`src/rtl/hazard_controller.sv`:
```
// hazard_controller: load-use/data hazard stall, branch flush and EX forwarding control.
// Ports: clock/reset (sync, active-high); PR_IFID_Inst/PR_IFID_Valid = ID instruction;
// Branch_Taken = taken BEQ in EX; Ext_Stall = freeze all; Stall_PC/Stall_IFID/Bubble_IDEX/
// Flush_IFID = pipeline register controls; Fwd_A/Fwd_B = registered EX operand selects;
// Stall_Count = saturating count of data-hazard bubbles.
// Macro FORWARDING_EN: defined -> forwarding, only load-use stalls; undefined -> stall on any EX/MEM match.
module hazard_controller #(
    parameter int CNT_W = 16
) (
    input  logic             clock,
    input  logic             reset,
    input  logic [31:0]      PR_IFID_Inst,
    input  logic             PR_IFID_Valid,
    input  logic             Branch_Taken,
    input  logic             Ext_Stall,
    output logic             Stall_PC,
    output logic             Stall_IFID,
    output logic             Bubble_IDEX,
    output logic             Flush_IFID,
    output logic [1:0]       Fwd_A,
    output logic [1:0]       Fwd_B,
    output logic [CNT_W-1:0] Stall_Count
);
    logic [5:0] op;
    logic [4:0] rs, rt, rd, id_dest;
    logic is_alu, is_lw, is_sw, is_beq, is_shift;
    logic use_a, use_b, id_wr;
    logic a_ex, a_mem, b_ex, b_mem, hazard;
    logic ex_v_q, mem_v_q;
    logic [4:0] ex_dest_q, mem_dest_q;
    logic [CNT_W-1:0] cnt_q;

    assign op       = PR_IFID_Inst[31:26];
    assign rs       = PR_IFID_Inst[25:21];
    assign rt       = PR_IFID_Inst[20:16];
    assign rd       = PR_IFID_Inst[15:11];
    assign is_alu   = op == 6'b000000;
    assign is_lw    = op == 6'b100011;
    assign is_sw    = op == 6'b101011;
    assign is_beq   = op == 6'b000100;
    assign is_shift = PR_IFID_Inst[5:2] == 4'd0;

    // Shifts read only rt, which is carried on operand B.
    assign use_a   = PR_IFID_Valid & ((is_alu & ~is_shift) | is_lw | is_sw | is_beq);
    assign use_b   = PR_IFID_Valid & (is_alu | is_sw | is_beq);
    assign id_dest = is_alu ? rd : rt;
    assign id_wr   = PR_IFID_Valid & (is_alu | is_lw) & (id_dest != 5'd0);

    // WB producers write the regfile in the first half-cycle, so only EX and MEM are tracked.
    assign a_ex  = use_a & ex_v_q  & (ex_dest_q  == rs);
    assign b_ex  = use_b & ex_v_q  & (ex_dest_q  == rt);
    assign a_mem = use_a & mem_v_q & (mem_dest_q == rs);
    assign b_mem = use_b & mem_v_q & (mem_dest_q == rt);

`ifdef FORWARDING_EN
    logic ex_ld_q;
    logic [1:0] fwd_a_d, fwd_b_d, fwd_a_q, fwd_b_q;
    assign hazard  = ex_ld_q & (a_ex | b_ex);
    assign fwd_a_d = a_ex ? 2'b01 : a_mem ? 2'b10 : 2'b00;
    assign fwd_b_d = b_ex ? 2'b01 : b_mem ? 2'b10 : 2'b00;
    assign Fwd_A   = fwd_a_q;
    assign Fwd_B   = fwd_b_q;
    always_ff @(posedge clock) begin
        if (reset) begin
            ex_ld_q <= 1'b0;
            fwd_a_q <= 2'b00;
            fwd_b_q <= 2'b00;
        end else if (!Ext_Stall) begin
            ex_ld_q <= is_lw;
            fwd_a_q <= Bubble_IDEX ? 2'b00 : fwd_a_d;
            fwd_b_q <= Bubble_IDEX ? 2'b00 : fwd_b_d;
        end
    end
`else
    assign hazard = a_ex | b_ex | a_mem | b_mem;
    assign Fwd_A  = 2'b00;
    assign Fwd_B  = 2'b00;
`endif

    // Ext_Stall freezes everything; a taken branch overrides the hazard stall so the PC can redirect.
    assign Stall_PC    = Ext_Stall | (~Branch_Taken & hazard);
    assign Stall_IFID  = Stall_PC;
    assign Bubble_IDEX = ~Ext_Stall & (Branch_Taken | hazard);
    assign Flush_IFID  = ~Ext_Stall & Branch_Taken;
    assign Stall_Count = cnt_q;

    always_ff @(posedge clock) begin
        if (reset) begin
            ex_v_q     <= 1'b0;
            ex_dest_q  <= 5'd0;
            mem_v_q    <= 1'b0;
            mem_dest_q <= 5'd0;
            cnt_q      <= '0;
        end else if (!Ext_Stall) begin
            ex_v_q     <= id_wr & ~Bubble_IDEX;
            ex_dest_q  <= id_dest;
            mem_v_q    <= ex_v_q;
            mem_dest_q <= ex_dest_q;
            if (hazard && !Branch_Taken && !(&cnt_q))
                cnt_q <= cnt_q + CNT_W'(1);
        end
    end
endmodule

```
`config.mk`:
```
export PLATFORM = sky130hd
export DESIGN_NAME = hazard_controller
export DESIGN_NICKNAME = d
export VERILOG_FILES = /design/src/rtl/hazard_controller.sv
export SDC_FILE = /design/constraint.sdc
export NUM_CORES = 1
export LEC_CHECK = 0
export BUFFER_PORTS_ARGS = -buffer_cell sky130_fd_sc_hd__buf_2
export CAP_MARGIN = 20
export CORE_MARGIN = 1.5
export CORE_UTILIZATION = 53
export CTS_CLUSTER_DIAMETER = 30
export CTS_CLUSTER_SIZE = 28
export DETAILED_ROUTE_END_ITERATION = 8
export PLACE_DENSITY = 0.84
export SLEW_MARGIN = 5
export SYNTH_ARGS = -nofsm -noshare
export SYNTH_HDL_FRONTEND = slang
export SYNTH_SLANG_ARGS = --single-unit
```
`constraint.sdc`:
```
create_clock -name clock -period 5.3 [get_ports clock]
set_input_delay 1.06 -clock clock [delete_from_list [all_inputs] [get_ports clock]]
set_output_delay 1.06 -clock clock [all_outputs]
set_load 0.02 [all_outputs]
```
==> results of run 1 <==
-- critical path: cells and delay by family --
family | cells | cell delay [ns]
simple gates | 2 | 0.69
compound gates | 4 | 0.45
buf+inv | 3 | 0.57
-- cells in the mapped netlist, types with 2 or more instances --
library cell | instances | area share
o31ai_1 | 12 | 0.052
nor3_1 | 3 | 0.0087
o22ai_1 | 2 | 0.0073
nand3_1 | 9 | 0.026
buf_6 | 2 | 0.013
o21ai_0 | 2 | 0.0058
mux2_1 | 2 | 0.013
or3_1 | 2 | 0.0073
nor2b_1 | 2 | 0.0073
or4_1 | 15 | 0.066
o21bai_1 | 2 | 0.0087
dfxtp_1 | 28 | 0.33
nand4_1 | 5 | 0.018
o21ai_1 | 4 | 0.012
buf_4 | 6 | 0.026
a21oi_1 | 21 | 0.061
xnor2_1 | 20 | 0.10
inv_1 | 8 | 0.017
nand2_1 | 12 | 0.026
mux2i_1 | 11 | 0.064
nor2_1 | 22 | 0.048
clkbuf_1 | 7 | 0.015
and3_1 | 5 | 0.018
-- worst paths after layout --
check                  start         endpoint  depth (start not counted)
min reg2reg   Stall_Count[8]   Stall_Count[8]                          2
min           Stall_Count[8]   Stall_Count[8]                          2
max          PR_IFID_Inst[3]      Bubble_IDEX                          9
max reg2reg   Stall_Count[0]  Stall_Count[13]                          6
-- power breakdown --
| group | internal (uW) | leakage, uW | switching (uW) |
|---|---|---|---|
| logic | 24.7 | 0.000557 | 32.0 |
| clock network | 76.5 | 0.0000279 | 64.9 |
| registers | 214 | 0.000227 | 4.26 |
| total | 315 | 0.000812 | 101 |
-- cell families (layout without fill, tap and decap cells) --
group	count (synthesis)	count (layout)	synth area share
muxes	13	13	0.0771
AOI/OAI and AO/OA	45	45	0.162
and+or+nand+nor	80	80	0.249
DFF	28	28	0.326
buffers and inverters	24	62	0.0750
other	1	4	0.00218
xor gates and xnor gates	20	20	0.102
adders and majority gates	1	1	0.00728
-- area by class of cell --
cell class | count | share of cell area
flip-flops and latches | 28 | 0.281
clock inverters | 1 | 0.0151
well taps | 44 | 0.0276
multi-input cells | 163 | 0.523
inverters | 8 | 0.0151
repair buffers | 50 | 0.127
clock buffers | 3 | 0.0113
-- registers in the layout, indices dropped and copies added, names as in the netlist --
name	cells
mem_v_q	1
ex_v_q	1
mem_dest_q	5
Stall_Count	16
ex_dest_q	5
-- stage by stage --
| stage | std cells | setup slack [ns] | total power, uW | instance area (sq um) | hold WS, ns |
|---|---|---|---|---|---|
| 3_5_place_dp | 293 | 1.46 | 279 | 1940 | 0.481 |
| 3_3_place_gp | 293 | 1.49 | 278 | 1940 | 0.473 |
| 2_1_floorplan | 215 | 1.44 | 260 | 1730 | 0.463 |
| 4_1_cts | 297 | 1.46 | 421 | 1990 | 0.502 |
| 5_1_grt | 297 | 1.30 | 434 | 1990 | 0.531 |
| 6_report | 297 | 1.47 | 416 | 1990 | 0.497 |
-- metal layers --
metal / vias to the layer above / global-route usage / share of wire
li1: 845 / - / -
met1: 757 / 0.293 / 0.46
met2: 50 / 0.362 / 0.48
met3: 5 / 0.0368 / 0.047
met4: 0 / 0.0857 / 0.014
met5: - / 0 / 0
==> summary.md, run 1 <==
| Metric | Value |
|---|---|
| TritonCTS Buffers | `3` |
| Most common cell after layout, fill and taps aside | `buf_2` |
| Gr usage total | `0.222` |
| Latest clock arrival within the worst-skew pair | `0.33 ns` |
| Footprint of the multi-input gates | `1040 sq um` |
| Input/output buffers | `49` |
| DRT Wirelength | `3680 um` |
| Worst Setup End Kind | `output pin` |
| Minimum clock period | `3.83 ns` |
| Critical path's largest stage delay | `approximately 0.5 ns` |
| Commonest non-fill, non-tap cells in the layout | `buf_2 (49), dfxtp_1 (28), nor2_1 (22)` |
| Final Skew | `approximately 0.0019 ns` |
| Gr ovfl total | `0` |
| Leak pwr | `just over 0.0008 uW` |
| Die X | `approximately 60 um` |
| Arr. time, crit path | `approximately 2.8 ns` |
| Die H | `60.0 um` |
| Synth Cell Area | `~1700 sq um` |
| Sequential share of the synthesized area | `0.326` |
| EDFF count, synth | `0` |
| Root buffer cell | `clkbuf_4` |
| Critical-path cell list | `buf_2, or4_1, o21ai_1, a21oi_1, a32oi_2, buf_4, or2_2, a21oi_1, buf_2` |
| Wire length of the first global-routing pass | `6160 um` |
| Vias in the first global route | `about 1500` |
| Relative slew slack | `0.465` |
| PD cells | `roughly 210 nW/um^2` |
| Cts repair resizes | `0` |
| Worst path required time | `4.24 ns` |
| Flop2flop setup slack | `~2.9 ns` |
| Setup Fix Bufs, Post-CTS | `0` |
| Fmax | `~0.26 GHz` |
| Final GP Congestion | `0.813` |
| CP max FO | `32` |
| Fraction of registers with async set or reset after synthesis | `0` |
| CP max-delay cell | `or4_1` |
| Top FF cell, synth | `dfxtp_1` |
| Post-CTS Hold Buffers | `0` |
| Initial antenna violation count | `0` |
| Core ar. | `3080 sq um` |
| Routed WL per cell | `~12 um` |
| Maximum capacitance violations | `0` |
| Measured slew at the worst slew-check pin | `~0.8 ns` |
| Fin crit share | `0.723` |
| Post-Syn Instances | `roughly 210` |
| Filler cells | `approximately 270` |
| Status | `finished, final reports clean` |
| Row cnt | `20` |
| DRC Markers | `0` |
| Setup tns final | `0 ns` |
| Seq cells post-synth | `28` |
| Routed via count | `between 1500 and 2000` |
| Fraction of layout cells with a size suffix above 1 | `0.225` |
| Mean Syn Cell Area | `about 8 sq um` |
| # setup viols final | `0` |
| Final hold vios | `0` |
| Clock slew at reported path FFs | `around 0.15 ns` |
| Critical Path Start Type | `input port` |
| Max VDD drop | `approximately 120 uV` |
| Fin. max-slew vios | `0` |
| Antenna violation net count after detailed routing | `0` |
| Drt first pass iters | `4` |
| RSZ-0062 raised after global routing | `false` |
| Register Area | `between 500 and 600 sq um` |
| Max H-tree Level | `1` |
| CTS tree | `done` |
| Initial Utilization | `0.559` |
| Worst Setup Path Type | `input port to output pin` |
| Synth-to-layout area growth | `15.9%` |
| Ports | `61` |
| Number of synthesis warnings | `0` |
| Post-synth cell types | `33` |
| Largest net degree at the start of global routing | `33` |
| Clock sinks | `28` |
| Util after Layout | `0.647` |
| Hold Crit Class | `register to register` |
| Nets | `between 200 and 300` |
| Detailed placer's ending HPWL | `roughly 2700 um` |
| Inserted Diodes | `0` |
| Full die area | `3590 sq um` |
| Initial DRC count | `40` |
| Vias/cell | `around 5.6` |
| Max clock buf depth | `2` |
No activity file was read; power rests on OpenSTA's default activity.
==> inputs of run 2 (changes only) <==
Settings changed: CORE_UTILIZATION 53 to 45, PLACE_DENSITY 0.84 to 0.76.
Clock period 5.3 ns to 3.3 ns, I/O delays scaled along.
==> run 2 against run 1 <==
Against the previous run: combinational power rose by 61%; worst setup slack worse by 1.0 ns; register-to-register slack got worse by 1.8 ns; clock power increased by 51%.
==> summary.md, run 2 (same netlist as run 1, synthesis figures left out) <==
| Metric | Value |
|---|---|
| Worst path required time | `2.64 ns (-1.60 ns)` |
| Worst Setup Path Type | `input port to output pin` |
| Worst Setup End Kind | `output pin` |
| Gr ovfl total | `0 (unchanged)` |
| Critical R2R Launch | `ex_dest_q[4]` |
| Ports | `61 (unchanged)` |
| M2 GR Usage | `0.323 (-0.0383)` |
| # setup viols final | `0 (unchanged)` |
| Clock slew at reported path FFs | `0.10 ns (-0.05 ns)` |
| Max clock buf depth | `2 (unchanged)` |
| Routed WL per cell | `12.8 um (+3.2%)` |
| PD cells | `324 nW/um^2 (+55%)` |
| Max VDD drop | `183 uV (+58%)` |
| Final Skew | `0.00743 ns (+0.00558 ns)` |
| Critical Path Start Type | `input port` |
| Vias/cell | `5.52 (-1.1%)` |
| Flop2flop setup slack | `1.17 ns (-1.77 ns)` |
| Hold depth | `2 (unchanged)` |
| Gr busiest metal | `met2` |
| TritonCTS Buffers | `3 (unchanged)` |
| Root buffer cell | `clkbuf_8` |
| Die H | `64.8 um (+8.1%)` |
| Initial antenna violation count | `0 (unchanged)` |
| Fmax | `~0.35 GHz` |
| Input/output buffers | `49 (unchanged)` |
| Largest register FFs | `16 (unchanged)` |
| CP top delay family | `simple AND/OR/NAND/NOR gates` |
| Leak pwr | `0.000827 uW (+1.8%)` |
| Cts repair resizes | `0 (unchanged)` |
| Fin. max-slew vios | `0 (unchanged)` |
| Hold Crit Endpoint | `Stall_Count[8]` |
| R2r worst-path depth | `7 (+1)` |
| Max H-tree Level | `1 (unchanged)` |
| Initial Utilization | `0.470 (-0.0890)` |
| Critical-path cell list | `buf_2, nor4_2, o21ai_1, a21oi_1, a32oi_2, or2_2, o21bai_1, buf_2` |
| CP max-delay cell | `nor4_2` |
| Hold Crit Class | `register to register` |
| Post-CTS Hold Buffers | `0 (unchanged)` |
| Placed cells | `300 (+2.4%)` |
| Final hold vios | `0 (unchanged)` |
| Antenna violation net count after detailed routing | `0 (unchanged)` |
| Vias in the first global route | `1532 (+4.4%)` |
| Routed via count | `1678 (+1.3%)` |
| Clock sinks | `28 (unchanged)` |
| Maximum capacitance violations | `0 (unchanged)` |
| Initial DRC count | `104 (+160%)` |
| Synth-to-layout area growth | `17.6%` |
| Gr usage total | `0.197 (-0.0249)` |
| Full die area | `4200 sq um (+17%)` |
| CP bufs+invs | `2 (-1)` |
| DRC Markers | `0 (unchanged)` |
| Status | `finished, final reports clean` |
| Relative slew slack | `0.628 (+0.163)` |
| DRT Wirelength | `3890 um (+5.7%)` |
| Core ar. | `3660 sq um (+19%)` |
| Detailed placer's ending HPWL | `2860 um (+5.8%)` |
| Fin cells | `304 (+2.4%)` |
| Latest clock arrival within the worst-skew pair | `0.28 ns (-0.05 ns)` |
| Nets | `295 (+1.0%)` |
| CP max FO | `3 (-91%)` |
| Largest net degree at the start of global routing | `32 (-3.0%)` |
| Commonest non-fill, non-tap cells in the layout | `buf_2 (49), dfxtp_1 (28), nor2_1 (22)` |
| Drt first pass iters | `4 (unchanged)` |
| Setup Fix Bufs, Post-CTS | `0 (unchanged)` |
| GR Util met1 | `0.264 (-0.0285)` |
| CTS tree | `done` |
| Measured slew at the worst slew-check pin | `0.558 ns (-0.242 ns)` |
| Setup tns final | `0 ns (unchanged)` |
| Filler cells | `361 (+34%)` |
| Row cnt | `22 (+10%)` |
| Fraction of layout cells with a size suffix above 1 | `0.234 (+0.00908)` |
| Critical path's largest stage delay | `0.35 ns (-0.16 ns)` |
| Die X | `64.8 um (+8.1%)` |
| Inserted Diodes | `0 (unchanged)` |
| Hold path startpoint | `Stall_Count[8]` |
| Fin crit share | `0.868` |
| M3 GR Usage | `0.0365 (-0.000338)` |
| Wire length of the first global-routing pass | `6680 um (+8.4%)` |
| Arr. time, crit path | `2.20 ns (-0.57 ns)` |
| Minimum clock period | `roughly 2.9 ns` |
| Most common cell after layout, fill and taps aside | `buf_2` |
| Crit Reg-Reg Endpoint | `Stall_Count[13]` |
| Final GP Congestion | `0.882 (+8.5%)` |
| RSZ-0062 raised after global routing | `false` |
| Critical path's most frequent cell | `buf_2` |
[run 2: cell type report]
class / count / area, sq um / share of cell area
multi-input combinational: 163 / 1040 / 0.515
inverter: 8 / 30.0 / 0.0149
tap: 48 / 60.1 / 0.0297
clock buffer: 4 / 55.1 / 0.0272
sequential: 28 / 561 / 0.277
timing repair buffer: 53 / 275 / 0.136
[run 2: worst max path at each step]
stage | end | slack, ns | startpoint | cells past startpoint
floorplan | Stall_PC | 0.24 | PR_IFID_Inst[27] | 8
global placement | Stall_PC | 0.49 | PR_IFID_Inst[27] | 8
detailed placement | Stall_IFID | 0.46 | PR_IFID_Inst[27] | 8
CTS | Stall_IFID | 0.45 | PR_IFID_Inst[27] | 8
global route | Stall_IFID | 0.32 | PR_IFID_Inst[27] | 8
finish | Stall_IFID | 0.44 | PR_IFID_Inst[27] | 8
[run 2: stage by stage]
step	instance area, sq um	setup WS (ns)	hold slack (ns)	util	total power [uW]
2_1_floorplan	1730	0.240	0.463	-	418
3_3_place_gp	1970	0.487	0.476	0.537	448
3_5_place_dp	1970	0.461	0.482	0.537	450
4_1_cts	2020	0.446	0.497	0.552	659
5_1_grt	2020	0.323	0.534	0.552	687
6_report	2020	0.437	0.500	0.552	656
[run 2: power by group]
group	internal, uW	switching, uW	leakage (uW)
sequential	343	8.04	0.000227
clock	107	106	0.0000288
combinational	41.3	49.8	0.000571
[run 2: routing by layer]
metal,up-vias,share of wire
met4,0,0.012
met1,776,0.48
met3,6,0.060
li1,843,-
met5,-,0
met2,53,0.45
[run 2: worst register-to-register path: stages, from the launching register on]
cell     delay [ns]
dfxtp_1        0.46
xnor2_1        0.15
nand4_1        0.10
o22ai_1        0.22
a32oi_2        0.18
buf_4          0.25
nor4_1         0.33
mux2_1         0.35
